**src/rtl/lfsr_finder_pkg.sv**
```systemverilog
// -----------------------------------------------------------------------------
// lfsr_finder_pkg
// Shared definitions for the LFSR offset finder:
//   - LFSR_WIDTH     : width of LFSR state, target word and offset (17)
//   - LFSR_MAX_ITER  : default step budget, one full 17-bit m-sequence
//   - finder_state_e : search FSM states
// -----------------------------------------------------------------------------
package lfsr_finder_pkg;

    localparam int LFSR_WIDTH    = 17;
    localparam int LFSR_MAX_ITER = (1 << LFSR_WIDTH) - 1;

    typedef enum logic [1:0] {
        IDLE   = 2'd0,
        SEED   = 2'd1,
        SEARCH = 2'd2,
        REPORT = 2'd3
    } finder_state_e;

endpackage

```
**src/rtl/lfsr_step_reg.sv**
```systemverilog
// -----------------------------------------------------------------------------
// lfsr_step_reg
// Seed-loadable Fibonacci-style shift register. On step the state shifts left
// by one and the new LSB is the XOR-reduce of the state masked by the tap
// polynomial. Load has priority over step.
//
// Ports:
//   clk_i   : clock
//   rst_i   : asynchronous active-high reset (state cleared to 0)
//   load_i  : load seed_i into the state
//   seed_i  : seed value
//   step_i  : advance one LFSR step
//   poly_i  : feedback tap mask
//   state_o : current LFSR state
// -----------------------------------------------------------------------------
module lfsr_step_reg #(
    parameter int WIDTH = 17
) (
    input  logic             clk_i,
    input  logic             rst_i,
    input  logic             load_i,
    input  logic [WIDTH-1:0] seed_i,
    input  logic             step_i,
    input  logic [WIDTH-1:0] poly_i,
    output logic [WIDTH-1:0] state_o
);

    logic [WIDTH-1:0] state_q;
    logic [WIDTH-1:0] state_d;
    logic [WIDTH-1:0] shifted;
    logic             feedback;

    assign feedback   = ^(state_q & poly_i);
    assign shifted[0] = feedback;

    generate
        for (genvar gi = 1; gi < WIDTH; gi++) begin : g_shift
            assign shifted[gi] = state_q[gi-1];
        end
    endgenerate

    always_comb begin
        state_d = state_q;
        if (load_i) begin
            state_d = seed_i;
        end else if (step_i) begin
            state_d = shifted;
        end
    end

    always_ff @(posedge clk_i or posedge rst_i) begin
        if (rst_i) begin
            state_q <= '0;
        end else begin
            state_q <= state_d;
        end
    end

    assign state_o = state_q;

endmodule

```
**src/rtl/lfsr_offset_finder.sv**
```systemverilog
// -----------------------------------------------------------------------------
// lfsr_offset_finder
// Steps a seeded LFSR until its state equals a captured sweep word and reports
// the number of steps taken (the sweep offset), or a miss once MAX_ITER states
// have been examined.
//
// Optional feature macro: LFSR_FINDER_ABORT_EN
//   When defined, an 'abort' input ends a search in SEED/SEARCH early with a
//   miss result (found=0, offset=0). Abort wins over a same-cycle match.
//
// Ports:
//   clk_72MHz  : sole clock
//   reset      : asynchronous active-high reset
//   polynomial : feedback tap mask, latched on accepted start
//   start_data : LFSR seed, latched on accepted start
//   target     : sweep word to find, latched on accepted start
//   start      : search request (accepted only in IDLE)
//   abort      : (LFSR_FINDER_ABORT_EN only) terminate current search
//   busy       : high from the cycle after accepted start through done
//   done       : one-cycle completion pulse
//   found      : match flag, held until the next accepted start
//   offset     : step count of the match, held with found
// -----------------------------------------------------------------------------
module lfsr_offset_finder
    import lfsr_finder_pkg::*;
#(
    parameter int WIDTH    = LFSR_WIDTH,
    parameter int MAX_ITER = LFSR_MAX_ITER
) (
    input  logic             clk_72MHz,
    input  logic             reset,
    input  logic [WIDTH-1:0] polynomial,
    input  logic [WIDTH-1:0] start_data,
    input  logic [WIDTH-1:0] target,
    input  logic             start,
`ifdef LFSR_FINDER_ABORT_EN
    input  logic             abort,
`endif
    output logic             busy,
    output logic             done,
    output logic             found,
    output logic [WIDTH-1:0] offset
);

    // Count value of the last state examined; checked before incrementing so
    // the counter never wraps.
    localparam logic [WIDTH-1:0] LAST_COUNT = WIDTH'(MAX_ITER - 1);

    finder_state_e    state_q;
    finder_state_e    state_d;

    logic [WIDTH-1:0] poly_q;
    logic [WIDTH-1:0] seed_q;
    logic [WIDTH-1:0] target_q;
    logic [WIDTH-1:0] count_q;
    logic [WIDTH-1:0] count_d;
    logic             found_q;
    logic             found_d;
    logic [WIDTH-1:0] offset_q;
    logic [WIDTH-1:0] offset_d;

    logic [WIDTH-1:0] lfsr_state;
    logic             accept;
    logic             lfsr_load;
    logic             lfsr_step;
    logic             match;
    logic             at_limit;
    logic             abort_hit;

`ifdef LFSR_FINDER_ABORT_EN
    assign abort_hit = abort;
`else
    assign abort_hit = 1'b0;
`endif

    assign accept   = (state_q == IDLE) && start;
    assign match    = (lfsr_state == target_q);
    assign at_limit = (count_q == LAST_COUNT);

    // ---------------------------------------------------------------------
    // LFSR datapath
    // ---------------------------------------------------------------------
    lfsr_step_reg #(
        .WIDTH (WIDTH)
    ) u_lfsr (
        .clk_i   (clk_72MHz),
        .rst_i   (reset),
        .load_i  (lfsr_load),
        .seed_i  (seed_q),
        .step_i  (lfsr_step),
        .poly_i  (poly_q),
        .state_o (lfsr_state)
    );

    // ---------------------------------------------------------------------
    // FSM: state register
    // ---------------------------------------------------------------------
    always_ff @(posedge clk_72MHz or posedge reset) begin
        if (reset) begin
            state_q <= IDLE;
        end else begin
            state_q <= state_d;
        end
    end

    // ---------------------------------------------------------------------
    // FSM: next-state logic
    // ---------------------------------------------------------------------
    always_comb begin
        state_d = state_q;
        case (state_q)
            IDLE: begin
                if (start) begin
                    state_d = SEED;
                end
            end
            SEED: begin
                state_d = abort_hit ? REPORT : SEARCH;
            end
            SEARCH: begin
                if (abort_hit || match || at_limit) begin
                    state_d = REPORT;
                end
            end
            REPORT: begin
                state_d = IDLE;
            end
            default: begin
                state_d = IDLE;
            end
        endcase
    end

    // ---------------------------------------------------------------------
    // FSM: outputs and datapath controls
    // ---------------------------------------------------------------------
    always_comb begin
        lfsr_load = 1'b0;
        lfsr_step = 1'b0;
        count_d   = count_q;
        found_d   = found_q;
        offset_d  = offset_q;
        case (state_q)
            IDLE: begin
                if (start) begin
                    found_d  = 1'b0;
                    offset_d = '0;
                end
            end
            SEED: begin
                lfsr_load = 1'b1;
                count_d   = '0;
                if (abort_hit) begin
                    found_d  = 1'b0;
                    offset_d = '0;
                end
            end
            SEARCH: begin
                // Priority: abort, then match, then limit, then step.
                if (abort_hit) begin
                    found_d  = 1'b0;
                    offset_d = '0;
                end else if (match) begin
                    found_d  = 1'b1;
                    offset_d = count_q;
                end else if (at_limit) begin
                    found_d  = 1'b0;
                    offset_d = '0;
                end else begin
                    lfsr_step = 1'b1;
                    count_d   = count_q + 1'b1;
                end
            end
            default: begin
            end
        endcase
    end

    assign busy   = (state_q != IDLE);
    assign done   = (state_q == REPORT);
    assign found  = found_q;
    assign offset = offset_q;

    // ---------------------------------------------------------------------
    // Operand latches: captured only when a start is accepted so input
    // changes during a search are invisible.
    // ---------------------------------------------------------------------
    always_ff @(posedge clk_72MHz or posedge reset) begin
        if (reset) begin
            poly_q   <= '0;
            seed_q   <= '0;
            target_q <= '0;
        end else if (accept) begin
            poly_q   <= polynomial;
            seed_q   <= start_data;
            target_q <= target;
        end
    end

    // ---------------------------------------------------------------------
    // Counter and result registers
    // ---------------------------------------------------------------------
    always_ff @(posedge clk_72MHz or posedge reset) begin
        if (reset) begin
            count_q  <= '0;
            found_q  <= 1'b0;
            offset_q <= '0;
        end else begin
            count_q  <= count_d;
            found_q  <= found_d;
            offset_q <= offset_d;
        end
    end

endmodule
```
**config.mk**
```make
export PLATFORM = sky130hd
export DESIGN_NAME = lfsr_offset_finder
export DESIGN_NICKNAME = d
export VERILOG_FILES = /design/src/rtl/lfsr_finder_pkg.sv /design/src/rtl/lfsr_step_reg.sv /design/src/rtl/lfsr_offset_finder.sv
export SDC_FILE = /design/constraint.sdc
export NUM_CORES = 1
export LEC_CHECK = 0
export ABC_AREA = 1
export CORE_MARGIN = 5
export CORE_UTILIZATION = 50
export CTS_CLUSTER_SIZE = 10
export DETAILED_ROUTE_END_ITERATION = 10
export GPL_TIMING_DRIVEN = 1
export PLACE_DENSITY = 0.74
export SLEW_MARGIN = 20
export SYNTH_ARGS = -nofsm -noshare
export SYNTH_HDL_FRONTEND = slang
export SYNTH_SLANG_ARGS = --single-unit
export TNS_END_PERCENT = 50
```
**constraint.sdc**
```tcl
create_clock -name clk_72MHz -period 6.5 [get_ports clk_72MHz]
set_clock_uncertainty 0.15 [all_clocks]
set_input_delay 1.3 -clock clk_72MHz [delete_from_list [all_inputs] [get_ports clk_72MHz]]
set_output_delay 1.3 -clock clk_72MHz [all_outputs]
set_load 0.02 [all_outputs]
```
==> results of run 1 <==
## layout make-up
class                   count  area share (%)
clock inverters             3            1.04
inverters                  53            3.21
multi-input cells         419            37.2
clock buffers              12            2.31
flip-flops and latches    105            41.8
well taps                 136            2.71
repair buffers             74            11.7
## cell families (layout without fill, tap and decap cells)
logic type	Yosys count	in the layout	synth area share, %
muxes	49	49	10.5
AOI/OAI and AO/OA	50	50	4.90
adders and majority gates	7	7	1.67
xor gates and xnor gates	28	28	4.67
DFF	105	105	50.0
and+or+nand+nor	285	285	22.6
buffers and inverters	72	142	5.67
## power by group through the flow
stage	clock, uW	combinational (uW)	sequential (uW)
6_report	437	46.3	653
5_1_grt	474	51.5	653
4_1_cts	443	47.8	653
3_5_place_dp	0	47.5	666
3_3_place_gp	0	46.6	666
2_1_floorplan	0	9.81	666
## placed cells by master, fill, tap and decap left out, types with 8 or more instances in the layout
master           count
o21ai_1              9
xor2_1              21
mux2_2              48
nor2_1              31
nand3_1             38
nor3_1               8
clkdlybuf4s50_1     73
nand2_1            196
clkbuf_8            10
o21ai_0             32
inv_1               47
dfrtp_1            105
## worst reg2reg max path: cells and delay by family (launching register included)
kind	cells	cell delay (ns)
buffers and inverters	2	0.44
AOI/OAI and AO/OA	2	0.37
DFF	1	0.43
adders and majority gates	1	0.40
and+or+nand+nor	3	1.23
## state kept, by name (all words and copies together) (netlist names)
name	count
state_q	2
seed_q	17
poly_q	17
found	1
target_q	17
offset	17
u_lfsr.state_o	17
count_q	17
## worst paths after layout
kind / slack (ns) / to
max in group asynchronous: 3.87 / poly_q[7]$_DFFE_PP0P_
min reg2reg: 0.34 / offset[13]$_DFFE_PP0P_
max: 3.20 / busy
min: 0.34 / offset[13]$_DFFE_PP0P_
max reg2reg: 3.38 / count_q[15]$_DFFE_PP0P_
min in group asynchronous: 1.26 / offset[5]$_DFFE_PP0P_
## layer usage
layer  up-vias  share of wire, %  track usage (%)
li1       2025                 -                -
met1      1916                45             25.2
met2       104                48             30.4
met3        11               5.1             4.31
met4         0               1.3             6.17
met5         -                 0                0
## metrics by stage
step | total power, uW | setup WS (ns) | std cells | util (%) | area, um2
6_report | 1140 | 3.20 | 802 | 61.2 | 6280
2_1_floorplan | 676 | 2.29 | 596 | - | 5260
3_5_place_dp | 713 | 3.14 | 787 | 59.1 | 6070
3_3_place_gp | 712 | 3.20 | 787 | 59.1 | 6070
5_1_grt | 1180 | 3.09 | 802 | 61.2 | 6280
4_1_cts | 1140 | 3.19 | 802 | 61.1 | 6280
==> reports/results.tsv, run 1 <==
metric	value	unit
I/O Buffers	73	
Crit path max-delay family	buffers and inverters	
DRT Pass-1 Iters	5	
RSZ-0062 raised after global routing	no	
FF-to-FF Start	state_q[0]$_DFFE_PP0P_	
DRT antenna net count	0	
vias in the first global route	4138	
max_slew headroom	40.3	%
cell depth of the worst setup path	4	
DR WL/cell	14.2	um
full die area	0.0127	mm2
Rows	37	
Comb pwr share	4.1	%
Layout area overhead	19.6	%
die height	113	um
Async S/R FF share, synth	100	%
Synth top cells by count	197 x nand2_1, 105 x dfrtp_1, 48 x inv_1, 48 x mux2_2, 38 x nand3_1	
leakage power	0.00324	uW
antenna violations before repair	0	
I/O Pins	74	
Clk pwr share	38.4	%
CTS H-tree depth	3	
core box area	0.0103	mm2
Initial DRC Count	363	
worst hold start	offset[13]$_DFFE_PP0P_	
worst-skew pair later-pin latency	0.37	ns
Crit-path slowest cell	clkdlybuf4s50_1	
area of the multi-input gates	0.00234	mm2
max frequency	303	MHz
max-slew violations	0	
worst endpoint data arrival time	1.85	ns
drt total wl	11.4	mm
Longest Clk Path Bufs	2	
CP Buf/Inv Count	3	
Vias/cell	5.06	
final net count	723	
CP Launch Type	flop	
Antenna diodes	0	
Sw Ratio	20.2	%
count leader, synth	nand2_1	
fin crit period	3.30	ns
P_int	906	uW
post-cts gate resize count	0	
cts bufs inserted	9	
clock root buffer	clkbuf_8	
Syn Area/Cell	8.82	um2
Yosys top cell area share	50.0	%
post-synthesis sequential area ratio	50.0	%
number of synthesized register bits	105	
Die Width	113	um
Worst Hold Class	reg2reg	
Fillers	905	
final hold vios	0	
Worst setup EP type	output pin	
CTS tree	built	
Synth Warn #	0	
critical path startpoint	state_q[0]$_DFFE_PP0P_	
CP most frequent cell	inv_1	
GP Congestion	0.878	
cells on worst reg2reg path	8	
gr usage total	18.8	%
critical path class	reg2out	
synthesized instance count	596	
FF+latch area	0.00263	mm2
final period utilization	50.8	%
worst hold path depth	2	
CTS Sinks	105	
Netlist cell types	31	
mapped cell area	0.00526	mm2
clk slew on worst S/H paths	0.09	ns
setup TNS	0	ns
global-route wire length before repair	19.3	mm
post-synthesis net count	657	
global route overflow	0	
final setup violation count	0	
hold buffer count at cts	0	
critical path required time	5.05	ns
share of cells above drive strength 1	11.9	%
max incr delay on CP	0.61	ns
Power Dens Cells	181	mW/mm2
Max VDD drop	0.0000880	V
CP Cell Sequence	inv_1 -> ha_1 -> inv_1 -> clkdlybuf4s50_1	
status	complete, no violations	
synth top area cells	dfrtp_1 50%, nand2_1 14%, mux2_2 10%	
Initial Util	51.1	%
ys flop type	dfrtp_1	
Post-CTS Setup Repair Bufs	0	
Remaining DRCs	0	
Flop pwr share	57.5	%
Sw Pwr	229	uW
Post-synth EDFFs	0	
Worst Max-Slew Pin Slew	0.895	ns
Crit Path Max Fanout	4	
Hold Slack	0.342	ns
largest net degree at the start of global routing	60	
via count	4056	
post-synth top area cell	dfrtp_1	
HPWL reported at the end of detailed placement	8.13	mm
Max Cap Viol	0	
No activity file was read; power rests on OpenSTA's default activity.
==> run 2: changes to the inputs <==
PLACE_DENSITY = 0.77   (was 0.74)
clock period = 2.7 ns   (was 6.5 ns; I/O delays follow)
==> run 2 against run 1 <==
Critical path depth unchanged; worst setup slack got worse by 3.0 ns; combinational power increased by 140%; register-to-register slack got worse by 2.9 ns; first-iteration DRC count decreased by 38%; cell area increased by 1.7%; global-route usage increased by 0.054 points; total power increased to 2.5 times the previous value; critical path type unchanged.
==> reports/results.tsv, run 2 (synthesized netlist as in run 1, its figures left out) <==
metric	value	unit	change
Worst Hold Class	reg2reg		
CTS tree	built		
CTS Sinks	105		unchanged
final setup violation count	0		unchanged
max_slew headroom	54.9	%	+15 points
design area	0.00639	mm2	+1.7%
Power Dens Cells	445	mW/mm2	+150%
Max Cap Viol	0		unchanged
leakage power	0.00329	uW	+1.5%
area of the multi-input gates	0.00233	mm2	-0.21%
max-slew violations	0		unchanged
largest net degree at the start of global routing	106		+77%
max incr delay on CP	0.61	ns	about the same
die height	113	um	unchanged
commonest non-fill, non-tap cell in the layout	nand2_1		
max frequency	398	MHz	
CP Cell Sequence	inv_1 -> ha_1 -> inv_1 -> clkdlybuf4s50_1		
DRT Pass-1 Iters	4		-1
antenna violations before repair	0		unchanged
vias in the first global route	4241		+2.5%
critical path required time	2.01	ns	-3.04 ns
most frequent cells in the layout	196 x nand2_1, 105 x dfrtp_1, 73 x clkdlybuf4s50_1		
critical path class	reg2out		
Fillers	873		-3.5%
area post-placement	0.00615	mm2	+1.3%
FF+latch area	0.00263	mm2	unchanged
Worst Max-Slew Pin Slew	0.674	ns	-0.221 ns
Vias/cell	5.06		about the same
Max VDD drop	0.000446	V	+410%
final period utilization	93.2	%	
GP Congestion	0.872		-0.62%
Initial Util	51.1	%	unchanged
worst endpoint data arrival time	1.83	ns	-0.02 ns
share of cells above drive strength 1	13.1	%	+1.2 points
Rows	37		unchanged
clk slew on worst S/H paths	0.09	ns	about the same
Die Width	113	um	unchanged
Layout area overhead	21.6	%	
HPWL reported at the end of detailed placement	8.15	mm	+0.28%
setup TNS	0	ns	unchanged
hold buffer count at cts	0		unchanged
Initial DRC Count	226		-38%
fin crit period	2.52	ns	
full die area	0.0127	mm2	unchanged
global route overflow	0		unchanged
Antenna diodes	0		unchanged
via count	4094		+0.94%
Post-CTS Setup Repair Bufs	0		unchanged
gr usage total	18.9	%	+0.054 points
DR WL/cell	13.9	um	-2.0%
Crit-path slowest cell	clkdlybuf4s50_1		
Worst setup EP type	output pin		
clock root buffer	clkbuf_8		
Setup WS post-layout	0.185	ns	-3.01 ns
I/O Buffers	73		unchanged
DP Worst Slack	0.443	ns	-2.69 ns
global-route wire length before repair	19.7	mm	+2.0%
post-route insts no fill	809		+0.87%
final net count	730		+0.97%
I/O Pins	74		unchanged
Crit Path Max Fanout	4		unchanged
status	complete, no violations		
Remaining DRCs	0		unchanged
post-cts gate resize count	0		unchanged
cts bufs inserted	9		unchanged
drt total wl	11.2	mm	-1.1%
RSZ-0062 raised after global routing	no		
core box area	0.0103	mm2	unchanged
CP most frequent cell	inv_1		
CTS H-tree depth	3		unchanged
Inst Count DP	794		+0.89%
worst-skew pair later-pin latency	0.37	ns	about the same
DRT antenna net count	0		unchanged
Longest Clk Path Bufs	2		unchanged
CP Launch Type	flop		
final hold vios	0		unchanged
run 2: cell type report:
class / instances / area share [%]
multi-input cells: 419 / 36.5
clock inverters: 5 / 1.63
well taps: 136 / 2.66
inverters: 53 / 3.17
clock buffers: 10 / 2.15
flip-flops and latches: 105 / 41.1
repair buffers: 81 / 12.8
run 2: layer usage:
metal | GRT usage, % | share of wire, % | vias up | wire, um
li1 | - | - | 2040 | -
met1 | 24.2 | 44 | 1935 | 4990
met4 | 6.33 | 2.4 | 0 | 265
met2 | 31.2 | 48 | 93 | 5410
met3 | 4.85 | 5.0 | 26 | 567
met5 | 0 | 0 | - | 0
run 2: final timing paths:
kind | depth (start not counted) | end | from | slack [ns]
setup / recovery | 4 | busy | state_q[0]$_DFFE_PP0P_ | 0.18
hold / removal | 2 | offset[10]$_DFFE_PP0P_ | offset[10]$_DFFE_PP0P_ | 0.34
setup reg to reg | 10 | offset[16]$_DFFE_PP0P_ | u_lfsr.state_o[10]$_DFFE_PP0P_ | 0.43
hold reg to reg | 2 | offset[10]$_DFFE_PP0P_ | offset[10]$_DFFE_PP0P_ | 0.34
max in group asynchronous | 3 | seed_q[6]$_DFFE_PP0P_ | reset | 1.46
min in group asynchronous | 3 | count_q[3]$_DFFE_PP0P_ | reset | 0.52
run 2: metrics by stage:
stage	hold slack (ns)	power [uW]	utilization (%)
after global placement	0.306	1720	59.8
after CTS	0.346	2880	62.2
after global routing	0.356	2950	62.2
after floorplan	0.306	1630	-
final	0.339	2840	62.2
after detailed placement	0.320	1720	59.8
run 2: where the power goes:
part	leakage (uW)	internal (uW)	switching (uW)
Combinational	0.00174	70.1	40.7
Clock	0.000122	636	525
Sequential	0.00143	1570	0
run 2: critical path: cells and delay by family, from the launching register on:
kind | cells | cell delay [ns]
flops | 1 | 0.42
buf+inv | 3 | 0.80
fa+ha+maj | 1 | 0.23
